### config.mk
export PLATFORM = sky130hd
export DESIGN_NAME = alu_muldiv_seq
export DESIGN_NICKNAME = d
export VERILOG_FILES = /design/src/rtl/alu_muldiv_seq_pkg.sv /design/src/rtl/alu_muldiv_seq_alu_port_mux.sv /design/src/rtl/alu_muldiv_seq.sv
export SDC_FILE = /design/constraint.sdc
export NUM_CORES = 1
export LEC_CHECK = 0
export BUFFER_PORTS_ARGS = -buffer_cell sky130_fd_sc_hd__buf_2
export CORE_MARGIN = 3
export CORE_UTILIZATION = 30
export CTS_CLUSTER_DIAMETER = 80
export DETAILED_ROUTE_END_ITERATION = 10
export PLACE_DENSITY = 0.54
export SLEW_MARGIN = 25
export SYNTH_ARGS = -nofsm -noshare
export SYNTH_HDL_FRONTEND = slang
export SYNTH_SLANG_ARGS = --single-unit
### constraint.sdc
create_clock -name in_clk -period 6.5 [get_ports in_clk]
set_input_delay 0.975 -clock in_clk [delete_from_list [all_inputs] [get_ports in_clk]]
set_output_delay 0.975 -clock in_clk [all_outputs]
set_load 0.005 [all_outputs]
### src/rtl/alu_muldiv_seq_pkg.sv
// Shared definitions for the multiply/divide sequencer and its neighbours
// (my_ALU, decoder): sequencer state encoding, my_ALU opcodes used by the
// sequencer, and the datapath width.
package alu_muldiv_seq_pkg;

  localparam int P_W      = 16;            // datapath width and iteration count
  localparam int OP_W     = 5;             // my_ALU opcode width
  localparam int CNT_W    = $clog2(P_W);   // iteration counter width

  localparam logic [OP_W-1:0] P_OP_ADD = 5'b01000;  // A+B+cf, cf = carry out
  localparam logic [OP_W-1:0] P_OP_SUB = 5'b01001;  // A-B, cf = borrow (A<B)

  localparam logic [CNT_W-1:0] CNT_LAST = CNT_W'(P_W - 1);

  typedef enum logic [1:0] {
    S_IDLE = 2'd0,
    S_MUL  = 2'd1,
    S_DIV  = 2'd2,
    S_DONE = 2'd3
  } seq_state_t;

endpackage

### src/rtl/alu_muldiv_seq_alu_port_mux.sv
// alu_port_mux: selects what drives my_ALU's inputs. With sel_seq low the
// pipeline operands pass straight through; with sel_seq high the sequencer
// owns the ALU.
// Ports:
//   sel_seq                          in   1 = sequencer drives the ALU
//   pipe_a/pipe_b/pipe_op/pipe_cf    in   pipeline ALU request
//   seq_a/seq_b/seq_op/seq_cf        in   sequencer ALU request
//   alu_a/alu_b/alu_op/alu_cf        out  to my_ALU in_A/in_B/op/cf
module alu_port_mux
  import alu_muldiv_seq_pkg::*;
(
  input  logic             sel_seq,
  input  logic [P_W-1:0]   pipe_a,
  input  logic [P_W-1:0]   pipe_b,
  input  logic [OP_W-1:0]  pipe_op,
  input  logic             pipe_cf,
  input  logic [P_W-1:0]   seq_a,
  input  logic [P_W-1:0]   seq_b,
  input  logic [OP_W-1:0]  seq_op,
  input  logic             seq_cf,
  output logic [P_W-1:0]   alu_a,
  output logic [P_W-1:0]   alu_b,
  output logic [OP_W-1:0]  alu_op,
  output logic             alu_cf
);

  assign alu_a  = sel_seq ? seq_a  : pipe_a;
  assign alu_b  = sel_seq ? seq_b  : pipe_b;
  assign alu_op = sel_seq ? seq_op : pipe_op;
  assign alu_cf = sel_seq ? seq_cf : pipe_cf;

endmodule

### src/rtl/alu_muldiv_seq.sv
// alu_muldiv_seq: multi-cycle 16x16 unsigned multiply / 16/16 unsigned divide
// that borrows the shared my_ALU once per iteration (ADD for shift-add
// multiply, SUB for restoring divide). When idle the pipeline owns the ALU;
// when busy the sequencer owns it and pipeline requests are stalled.
// Ports:
//   in_clk, in_rst                    clock, async active-high reset
//   in_start, in_is_div               start request (IDLE only), 1 = divide
//   in_opa, in_opb                    multiplicand/dividend, multiplier/divisor
//   out_busy, out_done                busy flag, one-cycle result pulse
//   out_lo, out_hi                    product low/quotient, product high/remainder
//   out_div0                          divide-by-zero flag, held until next start
//   in_pipe_A/B/op/cf, in_pipe_valid  pipeline ALU request
//   out_stall                         pipeline must hold its request
//   out_alu_A/B/op/cf                 to my_ALU
//   in_alu_C, in_alu_cf               from my_ALU
module alu_muldiv_seq
  import alu_muldiv_seq_pkg::*;
(
  input  logic             in_clk,
  input  logic             in_rst,
  input  logic             in_start,
  input  logic             in_is_div,
  input  logic [P_W-1:0]   in_opa,
  input  logic [P_W-1:0]   in_opb,
  output logic             out_busy,
  output logic             out_done,
  output logic [P_W-1:0]   out_lo,
  output logic [P_W-1:0]   out_hi,
  output logic             out_div0,
  input  logic [P_W-1:0]   in_pipe_A,
  input  logic [P_W-1:0]   in_pipe_B,
  input  logic [OP_W-1:0]  in_pipe_op,
  input  logic             in_pipe_cf,
  input  logic             in_pipe_valid,
  output logic             out_stall,
  output logic [P_W-1:0]   out_alu_A,
  output logic [P_W-1:0]   out_alu_B,
  output logic [OP_W-1:0]  out_alu_op,
  output logic             out_alu_cf,
  input  logic [P_W-1:0]   in_alu_C,
  input  logic             in_alu_cf
);

  seq_state_t       state;
  logic [CNT_W-1:0] cnt;
  logic [P_W-1:0]   mcand;    // latched multiplicand
  logic [P_W-1:0]   divisor;  // latched divisor
  logic [P_W-1:0]   hi;
  logic [P_W-1:0]   lo;

  logic [P_W:0]     div_s;    // partial remainder shifted left by one dividend bit
  logic             div_ge;   // partial remainder >= divisor
  logic [P_W-1:0]   iter_hi;
  logic [P_W-1:0]   iter_lo;
  logic [P_W-1:0]   seq_a;
  logic [P_W-1:0]   seq_b;
  logic [OP_W-1:0]  seq_op;
  logic             seq_cf;

  // Sequencer's ALU request and the next {hi,lo} for one iteration.
  // NOTE: every signal written here gets a default first so no latch is inferred.
  always_comb begin
    seq_a   = hi;
    seq_b   = '0;
    seq_op  = P_OP_ADD;
    seq_cf  = 1'b0;
    div_s   = {hi, lo[P_W-1]};
    // A set bit 16 means s >= 2^16 > divisor, so the subtract is always taken.
    div_ge  = div_s[P_W] | ~in_alu_cf;
    iter_hi = hi;
    iter_lo = lo;
    case (state)
      S_MUL: begin
        seq_b = lo[0] ? mcand : '0;
        // Shift {carry, sum, multiplier} right by one.
        {iter_hi, iter_lo} = {in_alu_cf, in_alu_C, lo[P_W-1:1]};
      end
      S_DIV: begin
        seq_a   = div_s[P_W-1:0];
        seq_b   = divisor;
        seq_op  = P_OP_SUB;
        iter_hi = div_ge ? in_alu_C : div_s[P_W-1:0];
        iter_lo = {lo[P_W-2:0], div_ge};
      end
      default: ;
    endcase
  end

  // NOTE: state registers use non-blocking assignments so every flop samples
  // pre-edge values regardless of statement order.
  always_ff @(posedge in_clk or posedge in_rst) begin
    if (in_rst) begin
      state    <= S_IDLE;
      cnt      <= '0;
      mcand    <= '0;
      divisor  <= '0;
      hi       <= '0;
      lo       <= '0;
      out_busy <= 1'b0;
      out_done <= 1'b0;
      out_div0 <= 1'b0;
      out_lo   <= '0;
      out_hi   <= '0;
    end else begin
      case (state)
        S_IDLE: begin
          if (in_start) begin
            mcand    <= in_opa;
            divisor  <= in_opb;
            cnt      <= '0;
            out_busy <= 1'b1;
            if (in_is_div && (in_opb == '0)) begin
              // Divide by zero skips the iterations entirely.
              state    <= S_DONE;
              hi       <= in_opa;
              lo       <= '1;
              out_hi   <= in_opa;
              out_lo   <= '1;
              out_div0 <= 1'b1;
              out_done <= 1'b1;
            end else begin
              state    <= in_is_div ? S_DIV : S_MUL;
              hi       <= '0;
              lo       <= in_is_div ? in_opa : in_opb;
              out_div0 <= 1'b0;
            end
          end
        end
        S_MUL, S_DIV: begin
          hi  <= iter_hi;
          lo  <= iter_lo;
          cnt <= cnt + CNT_W'(1);
          if (cnt == CNT_LAST) begin
            state    <= S_DONE;
            out_hi   <= iter_hi;
            out_lo   <= iter_lo;
            out_done <= 1'b1;
          end
        end
        S_DONE: begin
          state    <= S_IDLE;
          out_busy <= 1'b0;
          out_done <= 1'b0;
        end
        default: state <= S_IDLE;
      endcase
    end
  end

  assign out_stall = out_busy & in_pipe_valid;

  alu_port_mux u_alu_port_mux (
    .sel_seq (out_busy),
    .pipe_a  (in_pipe_A),
    .pipe_b  (in_pipe_B),
    .pipe_op (in_pipe_op),
    .pipe_cf (in_pipe_cf),
    .seq_a   (seq_a),
    .seq_b   (seq_b),
    .seq_op  (seq_op),
    .seq_cf  (seq_cf),
    .alu_a   (out_alu_A),
    .alu_b   (out_alu_B),
    .alu_op  (out_alu_op),
    .alu_cf  (out_alu_cf)
  );

endmodule

==> impl_metrics.toml <==
[die]
die_y_um = 145
die-area_sq_um = 21000
io_pins = 166
core_area_sq_um = 18800
initial_core_util = 0.307
die_w_um = 145
fp-row-count = 50

[final_layout]
final_cells = 953
postLayoutCellArea_sq_um = 7110
layout_commonest_cell = "buf_2"
nNetsFinal = 786
finish.utilization = 0.378
antenna_cells = 0
drive_gt1_frac = 0.413
most-common-layout-cells = "buf_2, dfrtp_1, mux2_2, nor2_1"
area.growth.synth_to_final_pct = 22.9

[logic_synthesis]
seq_area_frac_synth = 0.454
yosysUniqueCellTypes = 40
ys_ff_latch = 105
synth_fp_nets = 648
syn_area_sq_um = 5780
netlist_instances = 550
yosysWarnings = 0
avgSynthCellArea_sq_um = 10.5

[placed_design]
dp.cells = 937
dp_hpwl_mm = 13.6
placed_cell_area_sq_um = 6800
place.gp.congestion = 0.824
port_buffers = 165

[global_routing]
first_global_vias = 4706
grt_max_degree = 64
grt_overflow = 0
antenna_found_initial = 0
track_usage = 0.173
grt_pass1_wl_mm = 27.5

[setup_path]
crit_arrival_ns = 2.63
path_class = "flop to primary output"
cp_max_fo = 33
required_ns = 5.52
end_kind = "primary output"
cp-start-kind = "flop"
r2r_slack_ns = 3.50

[detailed_routing]
viasPerCell = 5.18
drc = 0
ant_nets = 0
drt_first_iter_violations = 277
wirelength_mm = 18.9
drtPass1Iterations = 5
wl_per_cell_um = 19.9
vias = 4933

[sta]
period_needed_ns = 3.60
finalCritPeriodShare = 0.554
whs_ns = 0.485
hold_viol = 0
tightest_slew_ns = 0.975
max_freq_mhz = 278
finalSetupTns_ns = 0
setup_violations = 0
grt_setup_unrepaired = "no"
relSlewSlack = 0.350
finalMaxSlewViolations = 0
finClkSkew_ns = 0.00637

[clocking]
clkSinkCount = 105
post_cts_resize_count = 0
htree_levels = 3
hold_buffers = 0
clockBufferDepth = 2
post_cts_buffers = 0
cts_tree = "built"
root_buffer = "clkbuf_16"
clk_pin_slew_ns = 0.07
cts_made_buffers = 9
insertion_delay_ns = 0.35

[outcome]
status = "complete, no violations"

[power_and_ir_drop]
p_sw_frac = 0.426
vdd.ir_drop.worst_uv = 185
p_leak_uw = 0.00323
internal_power_uw = 2410
combinationalPowerShare = 0.561
p_sw_uw = 1790
p_clk_frac = 0.137
seq_power_share = 0.302
powerDensity_nw_per_um2 = 591

[hold_path]
hold_path.class = "flop to flop"

[job]
maxCapViolations = 0
==> kinds of logic after synthesis <==
kind of cell	Yosys count	share of synthesized area
compound gates	153	0.192
mux	110	0.210
simple gates	108	0.0811
flops	105	0.454
buf+inv	68	0.0493
fa+ha+maj	6	0.0130
==> worst paths after layout <==
path / startpoint / end / cells past startpoint
min in group asynchronous: in_rst / cnt[0] / 2
worst min register to register: out_div0 / out_div0 / 2
max in group asynchronous: in_rst / out_busy / 3
worst min-delay path: out_div0 / out_div0 / 2
worst max-delay path: state[1] / out_alu_B[12] / 6
worst max register to register: state[0] / out_hi[15] / 7
==> synth_stat cells, drive strengths merged <==
library cell  instances  area share
a221oi               15       0.023
nor4                  4      0.0043
o221ai               15       0.023
nand2b                3      0.0032
and2                  2      0.0022
a211o                 1      0.0015
o22ai                16       0.017
or2                   2      0.0026
and3                  2      0.0022
nand4                 2      0.0022
a22o                 18       0.027
nand3                 4      0.0035
nor2                 55       0.036
a221o                13       0.022
and3b                 1      0.0015
mux2                 92        0.18
a211oi                2      0.0048
o22a                  3      0.0045
buf                  12       0.013
a31oi                 2      0.0022
o21a                  1      0.0013
dfrtp               105        0.45
o211ai                1      0.0013
a21oi                26       0.022
o21ai                24       0.021
a22oi                16       0.021
mux2i                18       0.031
nor3                  3      0.0026
clkbuf               34       0.022
ha                    6       0.013
inv                  21       0.014
nand2                26       0.017
nor2b                 4      0.0043
clkinv                1     0.00065
==> routing by layer <==
| layer | vias up | share of wire | global-route usage |
|---|---|---|---|
| li1 | 2328 | - | - |
| met2 | 164 | 0.45 | 0.265 |
| met4 | 0 | 0.019 | 0.0520 |
| met1 | 2414 | 0.46 | 0.245 |
| met5 | - | 0 | 0 |
| met3 | 27 | 0.068 | 0.0394 |
==> stage by stage <==
stage | power (uW) | setup WS [ns]
after global routing | 4530 | 2.68
after global placement | 3570 | 2.96
after floorplan | 2920 | 2.76
after detailed placement | 3630 | 3.27
final | 4200 | 2.90
after CTS | 4220 | 2.89
==> flip-flops by register name, summed over array words and instances, names as in the netlist <==
name / count
mcand: 16
hi: 16
out_hi: 16
lo: 16
cnt: 4
state: 2
out_div0: 1
out_done: 1
divisor: 16
out_lo: 16
out_busy: 1
==> power by group through the flow <==
| stage | sequential, uW | clock (uW) | combinational [uW] |
|---|---|---|---|
| 4_1_cts | 1270 | 589 | 2370 |
| 3_5_place_dp | 1280 | 0 | 2350 |
| 6_report | 1270 | 577 | 2350 |
| 5_1_grt | 1310 | 614 | 2610 |
| 3_3_place_gp | 1260 | 0 | 2300 |
| 2_1_floorplan | 1180 | 0 | 1740 |
==> cell type report <==
type | instances | area (sq um)
clock buffer | 10 | 239
tap | 260 | 325
timing repair buffer | 173 | 886
clock inverter | 6 | 70.1
multi-input combinational | 377 | 2880
fill | 1873 | 11700
inverter | 22 | 85.1
sequential | 105 | 2630
==> worst max-delay path, cell delays in order, from the launching register on <==
cell	delay (ns)
dfrtp_1	0.41
inv_1	0.13
ha_2	0.64
and2_1	0.64
a22oi_1	0.17
o22ai_1	0.14
buf_2	0.15
Power figures use the tool's default switching activity.
